==> src/rtl/fetch_unit.sv <==
// Instruction fetch stage: holds the PC, fetches one instruction at a time over a
// request/grant/response memory port and hands it to decode under valid/ready.
//
// state   | meaning
// S_IDLE  | waiting for start, no requests
// S_REQ   | imem_req high at pc, waiting for grant
// S_WAIT  | request granted, waiting for response data
// S_VALID | instruction presented to decode, waiting for id_ready
// S_HALT  | halt opcode consumed, fetch stopped until reset
module fetch_unit #(
  parameter int              PC_W     = 8,
  parameter int              INSTR_W  = 16,
  parameter logic [PC_W-1:0] RESET_PC = '0,
  parameter logic [3:0]      HALT_OP  = 4'hF
) (
  input  logic               clk,
  input  logic               rst_n,
  input  logic               start_i,
  output logic               imem_req_o,
  output logic [PC_W-1:0]    imem_addr_o,
  input  logic               imem_gnt_i,
  input  logic               imem_rvalid_i,
  input  logic [INSTR_W-1:0] imem_rdata_i,
  output logic               instr_valid_o,
  output logic [INSTR_W-1:0] instr_o,
  output logic [3:0]         opcode_o,
  output logic [3:0]         funct_o,
  output logic [PC_W-1:0]    pc_o,
  input  logic               id_ready_i,
  input  logic               branch_taken_i,
  output logic               halted_o
);

  typedef enum logic [2:0] {
    S_IDLE  = 3'd0,
    S_REQ   = 3'd1,
    S_WAIT  = 3'd2,
    S_VALID = 3'd3,
    S_HALT  = 3'd4
  } state_e;

  state_e               state_q, state_d;
  logic [PC_W-1:0]      pc_q, pc_d;
  logic [INSTR_W-1:0]   instr_q, instr_d;
  logic                 accept;
  logic                 is_halt;
  logic [PC_W-1:0]      imm_sext;
  logic [PC_W-1:0]      pc_seq;

  assign accept   = (state_q == S_VALID) && id_ready_i;
  assign is_halt  = (instr_q[15:12] == HALT_OP);
  // Sign-extend (or truncate) imm8 to PC width; the adder then wraps modulo 2^PC_W.
  assign imm_sext = PC_W'($signed(instr_q[7:0]));
  assign pc_seq   = pc_q + PC_W'(1);

  always_ff @(posedge clk or negedge rst_n) begin
    if (!rst_n) begin
      state_q <= S_IDLE;
    end else begin
      state_q <= state_d;
    end
  end

  always_comb begin
    state_d = state_q;
    unique case (state_q)
      S_IDLE:  if (start_i) state_d = S_REQ;
      S_REQ:   if (imem_gnt_i) state_d = S_WAIT;
      S_WAIT:  if (imem_rvalid_i) state_d = S_VALID;
      S_VALID: if (accept) state_d = is_halt ? S_HALT : S_REQ;
      S_HALT:  state_d = S_HALT;
      default: state_d = S_IDLE;
    endcase
  end

  always_comb begin
    imem_req_o    = 1'b0;
    instr_valid_o = 1'b0;
    halted_o      = 1'b0;
    unique case (state_q)
      S_REQ:   imem_req_o    = 1'b1;
      S_VALID: instr_valid_o = 1'b1;
      S_HALT:  halted_o      = 1'b1;
      default: ;
    endcase
  end

  always_comb begin
    pc_d    = pc_q;
    instr_d = instr_q;
    if ((state_q == S_WAIT) && imem_rvalid_i) begin
      instr_d = imem_rdata_i;
    end
    if (accept && !is_halt) begin
      pc_d = branch_taken_i ? (pc_seq + imm_sext) : pc_seq;
    end
  end

  always_ff @(posedge clk or negedge rst_n) begin
    if (!rst_n) begin
      pc_q    <= RESET_PC;
      instr_q <= '0;
    end else begin
      pc_q    <= pc_d;
      instr_q <= instr_d;
    end
  end

  assign imem_addr_o = pc_q;
  assign pc_o        = pc_q;
  assign instr_o     = instr_q;
  assign opcode_o    = instr_q[15:12];
  assign funct_o     = instr_q[3:0];

endmodule

==> config.mk <==
export PLATFORM = sky130hd
export DESIGN_NAME = fetch_unit
export DESIGN_NICKNAME = d
export VERILOG_FILES = /design/src/rtl/fetch_unit.sv
export SDC_FILE = /design/constraint.sdc
export NUM_CORES = 1
export LEC_CHECK = 0
export ABC_AREA = 0
export CORE_ASPECT_RATIO = 0.5
export CORE_MARGIN = 2
export CORE_UTILIZATION = 40
export DETAILED_ROUTE_END_ITERATION = 10
export GPL_TIMING_DRIVEN = 0
export PLACE_DENSITY = 0.76
export SLEW_MARGIN = 5
export SYNTH_ARGS = -nofsm -noshare
export SYNTH_HDL_FRONTEND = slang
export SYNTH_SLANG_ARGS = --single-unit
==> constraint.sdc <==
create_clock -name clk -period 2.3 [get_ports clk]
set_input_delay 0.46 -clock clk [delete_from_list [all_inputs] [get_ports clk]]
set_output_delay 0.46 -clock clk [all_outputs]
set_load 0.05 [all_outputs]
==> impl_metrics.tcl <==
set metrics [dict create \
    status "finished, violations left" \
    violations "negative setup slack" \
    coreArea_sq_mm 0.00434 \
    grt_pass1_wl_um 7200 \
    ys_seq_area_share_pct 37.8 \
    crit_chain "ha_4 > nand3_2 > xnor2_1 > ha_1 > o211ai_1 > o21a_1 > or3_4 > a21boi_2 > mux2i_1 > o21ai_1" \
    vias 1595 \
    hold_buffers 0 \
    drt-pass1-iter-count 4 \
    cts_root_buf "clkbuf_8" \
    ys_types 45 \
    synth-edff-count 0 \
    ant_nets 0 \
    grt_pass1_vias 1547 \
    clock.fmax_ghz 0.423 \
    critPathTopFamily "compound AO/OA/AOI/OAI gates" \
    yosys_warnings 0 \
    layout_commonest_cell "clkdlybuf4s50_1" \
    final_cell_mix "60 x clkdlybuf4s50_1, 29 x buf_4, 23 x dfrtp_1, 12 x o21ai_0, 11 x mux2_1" \
    setup_ws_ps -66.5 \
    numPortBuffers 65 \
    clock_path_buffers 2 \
    syn_avg_cell_area_sq_um 10.0 \
    routed_via_density 5.10 \
    ys_seq_elements 27 \
    cts_tree "yes" \
    track_usage_pct 17.7 \
    start_util_pct 41.2 \
    period_minus_slack_ps 2370 \
    cts-htree-levels 1 \
    dp_hpwl_um 3350 \
    crit_path_end_kind "register" \
    wl_per_cell_um 14.7 \
    worstHoldPathType "in -> async" \
    cts_buffers 3 \
    grt_max_degree 28 \
    tns_ps -66.5 \
    rsz0062_at_grt "true" \
    pre_cts_ws_ps -211 \
    die_height_um 51.3 \
    crit_required_ps 2480 \
    syn-cell-area_sq_mm 0.00179 \
    tightest_slew_ps 598 \
    critPathMaxFanout 4 \
    drc 0 \
    r2r_start "imem_addr_o[0]" \
    r2r_end "imem_addr_o[7]" \
    fin_nets 290 \
    drv_slew 0 \
    utilization_pct 63.5 \
    drive_gt1_share_pct 26.2 \
    dieWidth_um 98.5 \
    setup_viol 1 \
    path_buf_inv 0 \
    critPathKind "reg -> reg" \
    r2r_cells 10 \
    overflow 0 \
    clk_latency_ps 280 \
    synthCells 178 \
    cts_num_sinks 27 \
    holdWs_ps 168 \
    gp_congestion 0.817 \
    hold_viol 0 \
    slowest_stage "dfrtp_2" \
    cpPeakStageDelay_ps 420 \
    cap_violations 0 \
    std_cell_rows 17 \
    cts.clk_slew.worst_paths_ps 100 \
    antenna_cells 0 \
    worstSetupStartpointType "register" \
    r2r_slack_ps -70 \
    post-route-period-util_pct 103 \
    io_pins 66 \
    synthFlopType "dfrtp_1" \
    postSynth.asyncResetShare_pct 100 \
    drt-initial-drc-count 57 \
    max_slew_margin_pct 60.1 \
    areaGrowthSynthToFinish_pct 54.3 \
    syn-num-nets 211 \
    dieArea_sq_mm 0.00505 \
    cp_data_arrival_time_ps 2540 \
    wirelength_um 4600 \
    grt_antenna_before_repair 0 \
    fin_worst_skew_ps 4.09 \
]
[state kept, by name (all words and copies together), names as in the netlist]
register / cells
imem_addr_o: 8
instr_o: 16
state_q: 3
[synthesized netlist by cell type (2+ instances only)]
master    instances  share of area (%)
a21o_1            2               0.84
a21oi_1          11                3.1
a31oi_1           2               0.70
and3_1            4                1.4
and3b_1           2               0.98
buf_2             5                1.4
buf_4            17                7.1
clkbuf_1          2               0.42
dfrtp_1          27                 38
ha_1              9                6.3
inv_1             2               0.42
mux2_1           11                6.9
mux2_2            6                3.8
mux2i_1           3                1.7
nand2_1           9                1.9
nand3_1           7                2.0
nor2_1            7                1.5
nor2b_1           2               0.70
nor3_1            3               0.84
nor3b_1           3                1.3
o21ai_0          13                3.6
xnor2_1           7                3.4
xor2_1            2               0.98
[how the worst max path moves through the flow]
stage / slack (ps) / to / depth (start not counted) / from
6_report: -70 / imem_addr_o[7] / 10 / imem_addr_o[0]
3_5_place_dp: -210 / imem_addr_o[7] / 10 / imem_addr_o[1]
3_3_place_gp: -140 / imem_addr_o[7] / 10 / imem_addr_o[1]
4_1_cts: -90 / imem_addr_o[7] / 9 / imem_addr_o[1]
2_1_floorplan: -190 / imem_addr_o[7] / 10 / imem_addr_o[0]
5_1_grt: -180 / imem_addr_o[7] / 10 / imem_addr_o[1]
[metrics by stage]
stage	std cells	instance area, sq um
CTS	308	2640
floorplan	178	1810
global placement	300	2530
detailed placement	300	2530
finish	313	2760
global route	313	2760
[per-layer routing]
layer	track usage [%]	share of wire [%]	vias up
li1	-	-	783
met5	0	0	-
met2	32.4	52	44
met1	21.6	43	764
met3	3.83	4.9	4
met4	4.79	0.65	0
[what timing repair did]
item	4_1_cts	5_1_grt
endpoints found under the setup margin	4	2
pin swaps	2	7
setup buffers	5	5
gates resized for setup	8	15
[area by class of cell]
| type | instances | area (sq um) |
|---|---|---|
| inverter | 2 | 7.51 |
| clock buffer | 3 | 41.3 |
| sequential | 27 | 681 |
| fill | 362 | 1580 |
| multi-input combinational | 124 | 1060 |
| buffer | 24 | 170 |
| tap | 57 | 71.3 |
| timing repair buffer | 75 | 714 |
| clock inverter | 1 | 8.76 |
[cells by family (layout without fill, tap and decap cells)]
kind of cell | Yosys count | count (layout) | synth area share [%]
simple gates | 43 | 43 | 13.2
compound gates | 42 | 42 | 14.7
flops | 27 | 27 | 37.8
buf+inv | 27 | 105 | 10.0
mux | 20 | 20 | 12.4
fa+ha+maj | 10 | 10 | 7.42
xor+xnor | 9 | 9 | 4.41
Power is not shown: default switching activity piles up to over one toggle a cycle in this logic, so the estimate is an artifact.
